<file path="config.mk">
export PLATFORM = sky130hd
export DESIGN_NAME = cpu_run_ctrl
export DESIGN_NICKNAME = d
export VERILOG_FILES = /design/src/rtl/cpu_run_ctrl.sv
export SDC_FILE = /design/constraint.sdc
export NUM_CORES = 1
export LEC_CHECK = 0
export BUFFER_PORTS_ARGS = -buffer_cell sky130_fd_sc_hd__buf_4
export CORE_MARGIN = 2
export CORE_UTILIZATION = 25
export DETAILED_ROUTE_END_ITERATION = 6
export GPL_ROUTABILITY_DRIVEN = 0
export GPL_TIMING_DRIVEN = 0
export PLACE_DENSITY = 0.46
export SETUP_SLACK_MARGIN = 0.15
export SLEW_MARGIN = 0
export SYNTH_ARGS = -nofsm -noshare
export SYNTH_HDL_FRONTEND = slang
export SYNTH_SLANG_ARGS = --single-unit
</file>
<file path="constraint.sdc">
create_clock -name clk -period 5.35 [get_ports clk]
set_input_delay 1.07 -clock clk [delete_from_list [all_inputs] [get_ports clk]]
set_output_delay 1.07 -clock clk [all_outputs]
set_load 0.02 [all_outputs]
</file>
<file path="src/rtl/cpu_run_ctrl.sv">
// Run/debug controller for the 4-bit accumulator core: owns program/data memory,
// sequences core reset, free-run, single-step and halt, and reports why it stopped.
module cpu_run_ctrl #(
  parameter int ADDR_W = 4,
  parameter int DATA_W = 8,
  parameter int CYC_W  = 8
) (
  input  logic              clk,
  input  logic              rst,
  input  logic              host_cmd_valid,
  output logic              host_cmd_ready,
  input  logic [2:0]        host_cmd,
  input  logic [ADDR_W-1:0] host_addr,
  input  logic [DATA_W-1:0] host_wdata,
  output logic [DATA_W-1:0] host_rdata,
  output logic              host_rdata_valid,
  input  logic              bkpt_en,
  input  logic [ADDR_W-1:0] bkpt_addr,
  input  logic [CYC_W-1:0]  run_limit,
  input  logic [ADDR_W-1:0] cpu_pc,
  input  logic [ADDR_W-1:0] cpu_addr,
  input  logic              cpu_we,
  input  logic [DATA_W-1:0] cpu_wdata,
  output logic [DATA_W-1:0] cpu_rdata,
  output logic              cpu_rst,
  output logic              cpu_ce,
  output logic [1:0]        state,
  output logic [1:0]        halt_cause,
  output logic [CYC_W-1:0]  cycle_count
);

  localparam int DEPTH = 1 << ADDR_W;

  localparam logic [2:0] CMD_LOAD  = 3'd1;
  localparam logic [2:0] CMD_READ  = 3'd2;
  localparam logic [2:0] CMD_RUN   = 3'd3;
  localparam logic [2:0] CMD_STEP  = 3'd4;
  localparam logic [2:0] CMD_HALT  = 3'd5;
  localparam logic [2:0] CMD_CLEAR = 3'd6;

  localparam logic [1:0] CAUSE_NONE  = 2'd0;
  localparam logic [1:0] CAUSE_HOST  = 2'd1;
  localparam logic [1:0] CAUSE_BKPT  = 2'd2;
  localparam logic [1:0] CAUSE_LIMIT = 2'd3;

  typedef enum logic [1:0] {
    ST_RESET  = 2'd0,
    ST_HALTED = 2'd1,
    ST_RUN    = 2'd2,
    ST_STEP   = 2'd3
  } state_t;

  state_t              state_reg;
  logic                rst_cnt_reg;
  logic                first_cycle_reg;
  logic [1:0]          halt_cause_reg;
  logic [CYC_W-1:0]    cycle_count_reg;
  logic [DATA_W-1:0]   rdata_reg;
  logic                rdata_valid_reg;
  logic [DATA_W-1:0]   mem_reg [DEPTH];

  logic                cmd_accept;
  logic                halt_acc;
  logic                bkpt_hit;
  logic                limit_hit;
  logic                run_stop;
  logic                core_rst;
  logic                core_ce;
  logic [CYC_W-1:0]    count_next;

  logic                host_load;
  logic                core_write;
  logic                mem_we;
  logic [ADDR_W-1:0]   mem_waddr;
  logic [DATA_W-1:0]   mem_wdata;
  logic [DEPTH-1:0]    word_we;

  // While running, only a HALT may be taken so the core never races a host access.
  assign host_cmd_ready = (state_reg != ST_RESET) &&
                          ((state_reg != ST_RUN) || (host_cmd == CMD_HALT));
  assign cmd_accept = host_cmd_valid && host_cmd_ready;

  assign halt_acc  = (state_reg == ST_RUN) && cmd_accept && (host_cmd == CMD_HALT);
  assign bkpt_hit  = bkpt_en && (cpu_pc == bkpt_addr) && !first_cycle_reg;
  assign limit_hit = (run_limit != '0) && (cycle_count_reg == run_limit);
  assign run_stop  = halt_acc || bkpt_hit || limit_hit;

  assign count_next = (&cycle_count_reg) ? cycle_count_reg : cycle_count_reg + CYC_W'(1);

  always_comb begin
    core_rst = 1'b0;
    core_ce  = 1'b0;
    case (state_reg)
      ST_RESET: begin
        core_rst = 1'b1;
        core_ce  = 1'b1;
      end
      ST_HALTED: begin
        core_rst = 1'b0;
        core_ce  = 1'b0;
      end
      ST_RUN:  core_ce = !run_stop;
      ST_STEP: core_ce = 1'b1;
    endcase
  end

  assign cpu_rst = core_rst;
  assign cpu_ce  = core_ce;

  // Host loads only happen while halted and the core only writes while enabled,
  // so a single write port suffices.
  assign host_load  = (state_reg == ST_HALTED) && cmd_accept && (host_cmd == CMD_LOAD);
  assign core_write = core_ce && cpu_we && !core_rst;
  assign mem_we     = host_load || core_write;
  assign mem_waddr  = host_load ? host_addr : cpu_addr;
  assign mem_wdata  = host_load ? host_wdata : cpu_wdata;

  generate
    for (genvar gi = 0; gi < DEPTH; gi++) begin : g_word_we
      assign word_we[gi] = mem_we && (mem_waddr == ADDR_W'(gi));
    end
  endgenerate

  always_ff @(posedge clk) begin
    if (rst) begin
      for (int i = 0; i < DEPTH; i++) mem_reg[i] <= '0;
    end else begin
      for (int i = 0; i < DEPTH; i++) begin
        if (word_we[i]) mem_reg[i] <= mem_wdata;
      end
    end
  end

  assign cpu_rdata = mem_reg[cpu_addr];

  always_ff @(posedge clk) begin
    if (rst) begin
      state_reg       <= ST_RESET;
      rst_cnt_reg     <= 1'b0;
      first_cycle_reg <= 1'b0;
      halt_cause_reg  <= CAUSE_NONE;
      cycle_count_reg <= '0;
      rdata_reg       <= '0;
      rdata_valid_reg <= 1'b0;
    end else begin
      rdata_valid_reg <= 1'b0;
      case (state_reg)
        ST_RESET: begin
          // Two core-reset cycles: counter 0 then 1, then release.
          rst_cnt_reg <= !rst_cnt_reg;
          if (rst_cnt_reg) state_reg <= ST_HALTED;
        end
        ST_HALTED: begin
          if (cmd_accept) begin
            case (host_cmd)
              CMD_READ: begin
                rdata_reg       <= mem_reg[host_addr];
                rdata_valid_reg <= 1'b1;
              end
              CMD_RUN: begin
                cycle_count_reg <= '0;
                first_cycle_reg <= 1'b1;
                state_reg       <= ST_RUN;
              end
              CMD_STEP: state_reg <= ST_STEP;
              CMD_CLEAR: begin
                cycle_count_reg <= '0;
                halt_cause_reg  <= CAUSE_NONE;
                rst_cnt_reg     <= 1'b0;
                state_reg       <= ST_RESET;
              end
              default: ;
            endcase
          end
        end
        ST_RUN: begin
          first_cycle_reg <= 1'b0;
          if (run_stop) begin
            state_reg <= ST_HALTED;
            if (halt_acc)      halt_cause_reg <= CAUSE_HOST;
            else if (bkpt_hit) halt_cause_reg <= CAUSE_BKPT;
            else               halt_cause_reg <= CAUSE_LIMIT;
          end else begin
            cycle_count_reg <= count_next;
          end
        end
        ST_STEP: begin
          cycle_count_reg <= count_next;
          halt_cause_reg  <= CAUSE_HOST;
          state_reg       <= ST_HALTED;
        end
      endcase
    end
  end

  assign state            = state_reg;
  assign halt_cause       = halt_cause_reg;
  assign cycle_count      = cycle_count_reg;
  assign host_rdata       = rdata_reg;
  assign host_rdata_valid = rdata_valid_reg;

endmodule
</file>
* Yosys cells after proc, flatten, opt, wreduce, memory -nomap -nowiden
Memory sizes are Yosys's and may differ from the RTL's. A register that Yosys moved wholly into a read port is not among the register bits.
Cells that the tools add are included.
** Operators by class
- Add/subtract/negate cells :: 1
- $mul :: 0
- Div/mod/pow operators :: 0
- $lt $le $gt $ge :: 0
- Eq/ne operators :: 35
- Shift operators :: 0
- Muxes and demuxes :: 93
- Bitwise gates (word level) :: 18
- Reduce and logical (&&, ||, !) cells :: 52
** Operators by type and width (count)
- $mux W8 :: 21
- $mux W1 :: 57
- $eq A4 B4 Y1 const B :: 8
- $logic_and A1 B1 Y1 :: 27
- $pmux W8 S3 :: 1
- $eq A4 B3 Y1 const B :: 4
- $or A1 B1 Y1 :: 16
- $mux W2 :: 7
- $ne A2 B2 Y1 const B :: 6
- $pmux W2 S3 :: 2
- $reduce_and A4 Y1 :: 3
- $eq A3 B3 Y1 const B :: 3
- $reduce_and A3 Y1 :: 3
- $add A8 B1 Y8 const B :: 1
- $eq A4 B2 Y1 const B :: 2
- $eq A8 B8 Y1 :: 1
- $pmux W2 S4 :: 1
- $reduce_and A8 Y1 :: 1
- $reduce_bool A8 Y1 :: 1
- $eq A3 B2 Y1 const B :: 2
- $reduce_bool A2 Y1 :: 3
- $eq A2 B2 Y1 const B :: 2
- $eq A4 B1 Y1 const B :: 1
- $eq A4 B4 Y1 :: 1
- 15 further kinds :: 25
** Storage, ports and cells
- Register bits :: 15
- Latch bits :: 0
- RAM bits :: 128
- ROM bits :: 0
- Input port bits :: 48
- Output and inout bits :: 32
- Memories kept :: 1
** Memory list
- mem_reg :: words 16, bits a word 8, read ports 2, clocked after memory_dff 1, write ports 16, RTL line 60 : logic [DATA_W-1:0] mem_reg [DEPTH];

* Longest topological paths before layout
Gate-level depths: netlist of the first run.
- Depth in word-level cells :: 18
- Depth in mapped cells :: 11
- Mapped depth without buffers :: 8

* Worst setup path after synthesis of the first run
No wires, ideal clock.
- Path kind :: input port to output port
- Start point :: in cpu_addr[0]
- End point :: out cpu_rdata[1]
- Data arrival time :: 2.833 ns
- Data required time :: 4.280 ns
- Slack :: 1.447 ns
- Cell stages on the path :: 4
- Buffers on the path :: 2
- Cells stage by stage :: buf_2 -> buf_1 -> mux4_2 -> mux4_2
** On the way
- Cells in the longest elaborated chain, start to end :: 1
** Ends and longest elaborated chain
- start: declaration :: RTL line 21 : input logic [ADDR_W-1:0] cpu_addr,
- $mem_v2 Z16 W8
- end: declaration :: RTL line 24 : output logic [DATA_W-1:0] cpu_rdata,
No other way between the ends.

* Worst setup path after layout of the first run
- Start point :: in cpu_addr[0]
- End point :: out cpu_rdata[6]
The elaborated chain is that of the path after synthesis.

==> flow_metrics.env, run 1 <==
export IMPL_final_common_cell="edfxtp_1"
export IMPL_fin_crit_sh_pct=84.9
export IMPL_instances_no_fill=1087
export IMPL_cts_tree="yes"
export IMPL_worstSkewPairLatency_ps=440
export IMPL_tns_ps=0
export IMPL_layout_nets=726
export IMPL_post_place_cells=1055
export IMPL_netlist_area_sq_um=8020
export IMPL_ir_worst_vdd_v=0.000260
export IMPL_area_delta_synth_final_pct=21.4
export IMPL_syn_area_per_cell_sq_um=14.0
export IMPL_clock_skew_ps=14.8
export IMPL_wl_met2_um=11700
export IMPL_power_mw=3.14
export IMPL_grt_use_total_pct=15.3
export IMPL_path_max_fanout=10
export IMPL_cp_end_kind="primary output"
export IMPL_wl_per_cell_um=22.9
export IMPL_post_route_drc_count=0
export IMPL_die_area_sq_um=33500
export IMPL_hold_buffers=0
export IMPL_path_class="primary input to primary output"
export IMPL_cp_arrival_ps=3470
export IMPL_grt_pass1_wl_um=36900
export IMPL_status="completed"
export IMPL_hold_class="flop to flop"
export IMPL_wl_met3_um=1570
export IMPL_syn_nets=626
export IMPL_wirelength_met1_um=11200
export IMPL_die_y_um=183
export IMPL_period_minus_slack_ps=4540
export IMPL_start_util_pct=25.4
export IMPL_tightestPinTransition_ps=1380
export IMPL_grt_overflow=0
export IMPL_maxCapViolCount=0
export IMPL_grt_max_degree=17
export IMPL_crit_required_ps=4280
export IMPL_grt_antenna_before_repair=0
export IMPL_drv_slew=0
export IMPL_maxSlewHeadroom_pct=6.87
export IMPL_vias=5458
export IMPL_vias_per_cell=5.02
export IMPL_cts_buffer_depth=2
export IMPL_htreeDepth=4
export IMPL_place_area_sq_um=9150
export IMPL_drt_initial_drc_count=440
export IMPL_yosysUniqueCellTypes=57
export IMPL_first_global_vias=5584
export IMPL_cts_buffers=17
export IMPL_fmax_mhz=220
export IMPL_most_common_layout_cells="edfxtp_1 (128), nor2_1 (97), buf_4 (81)"
export IMPL_cts_sinks=151
export IMPL_top_layer="met4"
export IMPL_setup_viol=0
export IMPL_design_area_sq_um=9740
export IMPL_power_density_nw_per_um2=323
export IMPL_cts_root_buf="clkbuf_16"
export IMPL_wirelength_um=24900
export IMPL_clkTransAtPathRegs_ps=70
export IMPL_synth_edf_count=128
export IMPL_hpwlAfterDp_um=18700
export IMPL_port_buffers=71
export IMPL_ys_async_sr_fraction_pct=0
export IMPL_core_area_sq_um=31600
export IMPL_post_cts_setup_buffers=0
export IMPL_rows=65
export IMPL_yosys_warnings=0
export IMPL_diodes=0
export IMPL_rsz0062_at_grt="no"
export IMPL_start_kind="primary input"
export IMPL_ys_flop_type="edfxtp_1"
export IMPL_drt_pass1_iter_count=5
export IMPL_die_w_um=183
export IMPL_io_pins=80
export IMPL_drive_gt1_share_pct=34.3
export IMPL_hold_viol_final=0
export IMPL_yosysSeqAreaShare_pct=53.7
export IMPL_leakagePower_nw=3.34
export IMPL_largest_register_ffs=128
export IMPL_ys_ff_latch=151
export IMPL_syn_inst=572
export IMPL_ant_nets=0
export IMPL_cts_resized=0
## through the flow
step	setup slack, ps	utilization (%)	hold WS (ps)
6_report	809	30.9	465
5_1_grt	684	30.9	478
4_1_cts	781	30.9	471
3_5_place_dp	781	29.0	453
3_3_place_gp	391	28.7	453
2_1_floorplan	1450	-	485
## final timing paths
path                               from                     endpoint  slack [ps]  cells after the start
max                         cpu_addr[0]                 cpu_rdata[6]         810                      5
min          host_rdata[3]$_SDFFE_PP0P_   host_rdata[3]$_SDFFE_PP0P_         470                      1
max reg2reg       state[0]$_SDFFE_PP0P_  mem_reg[4][0]$_SDFFCE_PN0P_        1090                      9
min reg2reg  host_rdata[3]$_SDFFE_PP0P_   host_rdata[3]$_SDFFE_PP0P_         470                      1
## power by group
group / total (mW) / switching, mW / internal, mW
combinational: 0.557 / 0.325 / 0.232
sequential: 1.38 / 0.0368 / 1.34
clock: 1.21 / 0.517 / 0.693
## layout make-up
class,instances,area (sq um)
Tap cell,402,503
Fill cell,3174,21800
Buffer,38,181
Sequential cell,151,4300
Clock buffer,22,517
Clock inverter,10,75.1
Multi-Input combinational cell,363,3470
Inverter,20,75.1
Timing Repair Buffer,81,613
## synth_stat cells (2+ instances only)
cell	n	area [sq um]
a31oi_1	2	12.5
nand3b_1	3	22.5
xor2_1	6	52.6
a211o_1	2	17.5
nor3b_1	3	22.5
o21ai_0	19	95.1
o21ai_1	6	30.0
buf_4	3	22.5
inv_1	18	67.6
dfxtp_1	23	460
and3_1	3	18.8
nand4_1	2	12.5
o21ai_2	6	52.6
mux4_2	80	1800
nor2_2	6	37.5
buf_2	16	80.1
nor4_1	4	25.0
o2bb2ai_1	8	70.1
a21o_1	2	15.0
edfxtp_1	128	3840
ha_1	6	75.1
nand3_1	9	45.0
a21oi_1	11	55.1
a211oi_1	3	22.5
a31o_2	2	17.5
mux2i_1	9	90.1
or2_2	2	12.5
nor2_1	97	364
o21a_1	2	15.0
nand2b_1	8	50.1
or4_1	2	15.0
nor4b_1	2	17.5
or3_1	4	25.0
o31ai_1	5	37.5
nand2_1	19	71.3
xnor2_1	8	70.1
clkbuf_1	17	63.8
nor3_1	7	35.0
## cells by family (layout without fill, tap and decap cells)
kind of cell	after synthesis	count (layout)	synth area share, %
and+or+nand+nor	179	179	10.8
DFF	151	151	53.7
muxes	89	89	23.6
AOI/OAI and AO/OA	75	75	6.24
buffers and inverters	58	171	3.20
xor gates and xnor gates	14	14	1.53
adders and majority gates	6	6	0.936
## metal layers
| metal | global-route usage (%) | vias up |
|---|---|---|
| met1 | 21.5 | 2820 |
| met3 | 2.86 | 22 |
| met4 | 4.22 | 0 |
| li1 | - | 2435 |
| met2 | 24.3 | 181 |
| met5 | 0 | - |
## worst max-delay path, cell delays in order
cell,delay [ps]
buf_2,320
buf_1,680
mux4_2,650
mux4_2,540
buf_4,180
Power figures use the tool's default switching activity.
==> run 2: changes to the inputs <==
--- a/config.mk
+++ b/config.mk
@@ -5,13 +5,14 @@
 export SDC_FILE = /design/constraint.sdc
 export NUM_CORES = 1
 export LEC_CHECK = 0
+export ABC_AREA = 1
 export BUFFER_PORTS_ARGS = -buffer_cell sky130_fd_sc_hd__buf_4
 export CORE_MARGIN = 2
 export CORE_UTILIZATION = 25
 export DETAILED_ROUTE_END_ITERATION = 6
 export GPL_ROUTABILITY_DRIVEN = 0
 export GPL_TIMING_DRIVEN = 0
-export PLACE_DENSITY = 0.46
+export PLACE_DENSITY = 0.48
 export SETUP_SLACK_MARGIN = 0.15
 export SLEW_MARGIN = 0
 export SYNTH_ARGS = -nofsm -noshare
==> constraint.sdc (replaced) <==
create_clock -name clk -period 3.8 [get_ports clk]
set_input_delay 0.76 -clock clk [delete_from_list [all_inputs] [get_ports clk]]
set_output_delay 0.76 -clock clk [all_outputs]
set_load 0.02 [all_outputs]
==> run 2 against run 1 <==
Against the previous run: combinational power grew 110%; die area up 6.0%; clock power rose by 42%; setup slack worse by 720 ps; area after synthesis rose by 6.1%; first-iteration DRC count grew 130%; final cell count is 48% higher.
==> flow_metrics.env, run 2 <==
export IMPL_power_density_nw_per_um2=477
export IMPL_fmax_mhz=270
export IMPL_maxCapViolCount=0
export IMPL_drv_slew=0
export IMPL_cp_top_family="buffers and inverters"
export IMPL_grt_antenna_before_repair=0
export IMPL_power_mw=4.87
export IMPL_cp_end_kind="primary output"
export IMPL_synthMostInstantiatedCell="nand2_1"
export IMPL_start_util_pct=25.4
export IMPL_drive_gt1_share_pct=14.3
export IMPL_dp_slack_ps=15.9
export IMPL_tightestPinTransition_ps=865
export IMPL_post_cts_setup_buffers=0
export IMPL_slowest_stage="clkbuf_1"
export IMPL_fin_ws_ps=92.4
export IMPL_hold_viol_final=0
export IMPL_drt_initial_drc_count=1027
export IMPL_largest_register_ffs=128
export IMPL_ys_async_sr_fraction_pct=0
export IMPL_first_global_vias=7851
export IMPL_die_y_um=189
export IMPL_rsz0062_at_grt="no"
export IMPL_period_minus_slack_ps=3710
export IMPL_core_area_sq_um=33500
export IMPL_io_pins=80
export IMPL_synth_edf_count=128
export IMPL_syn_area_per_cell_sq_um=8.11
export IMPL_ys_flop_type="edfxtp_1"
export IMPL_hold_buffers=0
export IMPL_cts_buffers=17
export IMPL_crit_chain="buf_4 -> clkbuf_1 -> clkbuf_2 -> o21ai_0 -> o21ai_0 -> o221ai_1 -> nand2_1 -> buf_4"
export IMPL_most_common_layout_cells="nand2_1 (180), o21ai_0 (148), nor2_1 (147)"
export IMPL_fin_crit_sh_pct=97.6
export IMPL_ant_nets=0
export IMPL_port_buffers=73
export IMPL_synthTopCellsByArea="edfxtp_1 (45%), o21ai_0 (8.7%), nand2_1 (7.9%)"
export IMPL_grt_overflow=0
export IMPL_cts_root_buf="clkbuf_16"
export IMPL_syn_nets=1104
export IMPL_cp_arrival_ps=2950
export IMPL_crit_required_ps=3040
export IMPL_rows=67
export IMPL_place_area_sq_um=9620
export IMPL_cts_sinks=151
export IMPL_final_common_cell="nand2_1"
export IMPL_grt_pass1_wl_um=49700
export IMPL_area_delta_synth_final_pct=20.1
export IMPL_wirelength_um=33900
export IMPL_post_place_cells=1571
export IMPL_worstReg2RegStart="state[1]$_SDFFE_PP0P_"
export IMPL_setup_viol=0
export IMPL_status="completed"
export IMPL_syn_inst=1050
export IMPL_yosysTopAreaCell="edfxtp_1"
export IMPL_worstSkewPairLatency_ps=440
export IMPL_hold_class="flop to flop"
export IMPL_instances_no_fill=1604
export IMPL_yosys_warnings=0
export IMPL_finish_utilization_pct=30.5
export IMPL_start_kind="primary input"
export IMPL_grt_max_degree=17
export IMPL_tns_ps=0
export IMPL_path_class="primary input to primary output"
export IMPL_die_area_sq_um=35500
export IMPL_layout_nets=1196
export IMPL_cpPeakStageDelay_ps=440
export IMPL_synth_top_area_share_pct=45.1
export IMPL_fillers=3587
export IMPL_post_route_drc_count=0
export IMPL_yosysSeqAreaShare_pct=50.6
export IMPL_clkTransAtPathRegs_ps=60
export IMPL_vias=8186
export IMPL_synthTopCellsByCount="nand2_1 (180), o21ai_0 (148), nor2_1 (147), edfxtp_1 (128), a21oi_1 (96)"
export IMPL_hpwlAfterDp_um=24500
export IMPL_cp_buffers_inverters=4
export IMPL_clock_skew_ps=15.9
export IMPL_die_w_um=189
export IMPL_yosysUniqueCellTypes=34
export IMPL_wl_per_cell_um=21.1
export IMPL_critPathLaunch="cpu_addr[1]"
export IMPL_design_area_sq_um=10200
export IMPL_ys_ff_latch=151
export IMPL_maxSlewHeadroom_pct=42.3
export IMPL_hold_path_startpoint="rst_cnt_reg$_SDFFE_PP0P_"
export IMPL_hold_ws_ps=472
export IMPL_path_max_fanout=10
export IMPL_grt_use_total_pct=19.0
export IMPL_drt_pass1_iter_count=5
export IMPL_cts_buffer_depth=2
export IMPL_htreeDepth=4
export IMPL_ir_worst_vdd_v=0.000270
export IMPL_vias_per_cell=5.10
export IMPL_cts_tree="yes"
export IMPL_leakagePower_nw=4.02
export IMPL_netlist_area_sq_um=8510
==> run 2: cell types whose count changed in the layout (fill, tap and decap cells not counted), sizes merged, moves of 8 or more <==
cell,delta
mux2i,-9
nand2b,-8
o221ai,+15
buf,-9
clkbuf,+28
inv,+78
nand3,+37
o2bb2ai,-8
nand2,+180
a21oi,+85
nor2,+58
o21ai,+117
mux4,-80
o211ai,+32
==> run 2: cells by family (layout without fill, tap and decap cells) <==
| family | after synthesis | after routing | share of synthesized area, % |
|---|---|---|---|
| buffers and inverters | 168 | 273 | 7.80 |
| other | 0 | 1 | 0 |
| DFF | 151 | 151 | 50.6 |
| adders and majority gates | 6 | 6 | 0.882 |
| and+or+nand+nor | 416 | 416 | 20.5 |
| AOI/OAI and AO/OA | 302 | 302 | 19.5 |
| xor gates and xnor gates | 7 | 7 | 0.720 |
==> run 2: layout make-up <==
cell class | count | area, sq um | share of cell area, %
Clock inverter | 11 | 77.6 | 0.759
Inverter | 102 | 383 | 3.75
Buffer | 66 | 288 | 2.82
Sequential cell | 151 | 4300 | 42.1
Antenna cell | 1 | 2.50 | 0.0245
Tap cell | 448 | 561 | 5.48
Multi-Input combinational cell | 731 | 3540 | 34.7
Timing Repair Buffer | 73 | 548 | 5.36
Clock buffer | 21 | 514 | 5.03
==> run 2: layer usage <==
metal / part of all wire (%) / routed length [um] / track usage, % / vias up
met5: 0 / 0 / 0 / -
met4: 3.4 / 1140 / 6.94 / 0
met3: 11 / 3770 / 5.55 / 84
met2: 44 / 14800 / 28.7 / 490
met1: 42 / 14200 / 25.7 / 3848
li1: - / - / - / 3764
==> run 2: path summary, 6_finish.rpt <==
kind	cells past startpoint	to	slack, ps
max	8	cpu_rdata[3]	90
max reg2reg	13	mem_reg[6][6]$_SDFFCE_PN0P_	970
min reg2reg	2	rst_cnt_reg$_SDFFE_PP0P_	470
min	2	rst_cnt_reg$_SDFFE_PP0P_	470
==> run 2: repair_timing <==
item                       in CTS  in global routing
setup endpoints to repair       4                  4
resized for setup               2                  5
hold endpoints to repair        0                  0
==> run 2: power breakdown <==
| part | internal, mW | leakage, nW | switching [mW] | total, mW |
|---|---|---|---|---|
| sequential | 1.91 | 1.50 | 0.0661 | 1.98 |
| clock | 0.978 | 0.301 | 0.747 | 1.72 |
| combinational | 0.358 | 2.22 | 0.815 | 1.17 |
==> run 2: worst reg2reg max path: cells and delay by family, from the launching register on <==
| family | cells | cell delay (ps) |
|---|---|---|
| adder cells (fa/ha/maj) | 1 | 310 |
| buffers and inverters | 3 | 400 |
| flip-flops | 1 | 350 |
| AND/OR/NAND/NOR | 9 | 1400 |
==> run 3: changes to the inputs <==
--- a/config.mk
+++ b/config.mk
@@ -5,7 +5,6 @@
 export SDC_FILE = /design/constraint.sdc
 export NUM_CORES = 1
 export LEC_CHECK = 0
-export ABC_AREA = 1
 export BUFFER_PORTS_ARGS = -buffer_cell sky130_fd_sc_hd__buf_4
 export CORE_MARGIN = 2
 export CORE_UTILIZATION = 25
==> run 3 against run 2 <==
Against the previous run: sequential cell count unchanged; wire length decreased by 29%; count of clock-buffer cells in the layout increased by 2; critical path type unchanged; combinational power decreased by 32%; die area decreased by 5.7%; highest routed layer unchanged; critical path depth decreased by 3; core utilization increased by 0.79 points; power decreased by 10%; clock power decreased by 4%; global-route usage decreased by 4.2 points; clock skew decreased by 3.8 ps.
==> flow_metrics.env, run 3 (synthesis gave the netlist of run 1 again) <==
export IMPL_leakagePower_nw=3.37
export IMPL_port_buffers=71
export IMPL_ant_nets=0
export IMPL_instances_no_fill=1088
export IMPL_path_max_fanout=10
export IMPL_hold_path_startpoint="host_rdata[3]$_SDFFE_PP0P_"
export IMPL_rows=65
export IMPL_maxCapViolCount=0
export IMPL_cp_end_kind="primary output"
export IMPL_fin_ws_ps=223
export IMPL_cts_tree="yes"
export IMPL_dp_slack_ps=-505
export IMPL_vias_per_cell=5.02
export IMPL_cts_buffers=17
export IMPL_layout_nets=727
export IMPL_diodes=0
export IMPL_period_minus_slack_ps=3580
export IMPL_tightestPinTransition_ps=1140
export IMPL_post_place_cells=1053
export IMPL_fillers=3193
export IMPL_cts_root_buf="clkbuf_16"
export IMPL_die_y_um=183
export IMPL_die_w_um=183
export IMPL_largest_register_ffs=128
export IMPL_cts_sinks=151
export IMPL_critPathLaunch="cpu_addr[0]"
export IMPL_area_delta_synth_final_pct=23.0
export IMPL_start_util_pct=25.4
export IMPL_hold_viol_final=0
export IMPL_grt_use_total_pct=14.8
export IMPL_grt_max_degree=17
export IMPL_wl_per_cell_um=22.2
export IMPL_status="completed"
export IMPL_power_density_nw_per_um2=444
export IMPL_hold_class="flop to flop"
export IMPL_crit_required_ps=3040
export IMPL_finish_utilization_pct=31.3
export IMPL_grt_antenna_before_repair=0
export IMPL_hpwlAfterDp_um=17800
export IMPL_maxSlewHeadroom_pct=24.2
export IMPL_final_common_cell="edfxtp_1"
export IMPL_most_common_layout_cells="edfxtp_1 (128), nor2_1 (97), buf_4 (85)"
export IMPL_die_area_sq_um=33500
export IMPL_ir_worst_vdd_v=0.000333
export IMPL_hold_ws_ps=465
export IMPL_post_route_drc_count=0
export IMPL_first_global_vias=5426
export IMPL_clkTransAtPathRegs_ps=70
export IMPL_setup_viol=0
export IMPL_grt_overflow=0
export IMPL_cts_buffer_depth=2
export IMPL_core_area_sq_um=31600
export IMPL_clock_skew_ps=12.1
export IMPL_start_kind="primary input"
export IMPL_drt_pass1_iter_count=5
export IMPL_wirelength_um=24200
export IMPL_path_class="primary input to primary output"
export IMPL_worstReg2RegStart="state[0]$_SDFFE_PP0P_"
export IMPL_io_pins=80
export IMPL_grt_pass1_wl_um=35600
export IMPL_fmax_mhz=280
export IMPL_vias=5467
export IMPL_power_mw=4.39
export IMPL_fin_crit_sh_pct=94.1
export IMPL_worstSkewPairLatency_ps=430
export IMPL_htreeDepth=4
export IMPL_drive_gt1_share_pct=37.5
export IMPL_cp_arrival_ps=2820
export IMPL_drv_slew=0
export IMPL_drt_initial_drc_count=381
export IMPL_rsz0062_at_grt="yes"
run 3: cell types whose count changed in the layout (fill, tap and decap cells not counted), sizes merged, moves of 8 or more:
cell     previous run  this run
clkbuf             67        40
mux2i               0         9
o211ai             32         0
buf                93       103
nor2              161       103
mux4                0        80
nand2             199        19
nand2b              0         8
o221ai             15         0
a21oi              96        11
nand3              47        10
o21ai             148        31
inv               103        23
o2bb2ai             0         8
run 3: stage by stage:
stage / instance area, sq um / setup TNS, ps
2_1_floorplan: 8020 / 0
3_3_place_gp: 9060 / -56970
3_5_place_dp: 9120 / -17720
4_1_cts: 9730 / 0
5_1_grt: 9870 / 0
6_report: 9870 / 0
run 3: power breakdown:
part           leakage (nW)  switching, mW  internal, mW
Clock                 0.285          0.701         0.950
Sequential             1.50         0.0509          1.89
Combinational          1.59          0.465         0.332
run 3: final timing paths:
kind                            cells after the start                    endpoint  slack (ps)
worst min register to register                      1  host_rdata[3]$_SDFFE_PP0P_         470
worst max register to register                     12    mem_reg[14][0]$_DFFE_PP_         330
worst max-delay path                                5                cpu_rdata[1]         220
worst min-delay path                                1  host_rdata[3]$_SDFFE_PP0P_         470
run 3: critical path: stages:
cell and delay, ps:
buf_2 310, buf_2 390, mux4_2 610, mux4_2 540
buf_4 180
run 3: layer usage:
layer,track usage [%],wire length [um]
met5,0,0
met4,6.11,846
met2,23.0,11300
met3,3.02,1480
met1,20.1,10500
run 3: layout make-up:
class	count	area (sq um)	share of cell area, %
clock inverters	9	58.8	0.596
flip-flops and latches	151	4300	43.6
multi-input cells	363	3610	36.6
repair buffers	82	613	6.21
plain buffers	38	193	1.95
inverters	20	75.1	0.761
clock buffers	23	510	5.17
well taps	402	503	5.10
run 3: repair_timing:
action | 4_1_cts | 5_1_grt
setup buffers | 2 | 1
pin swaps | 1 | 1
gates resized for setup | 16 | 29
hold buffers | 0 | 0
setup endpoints to repair | 104 | 114
endpoints found under the hold margin | 0 | 0
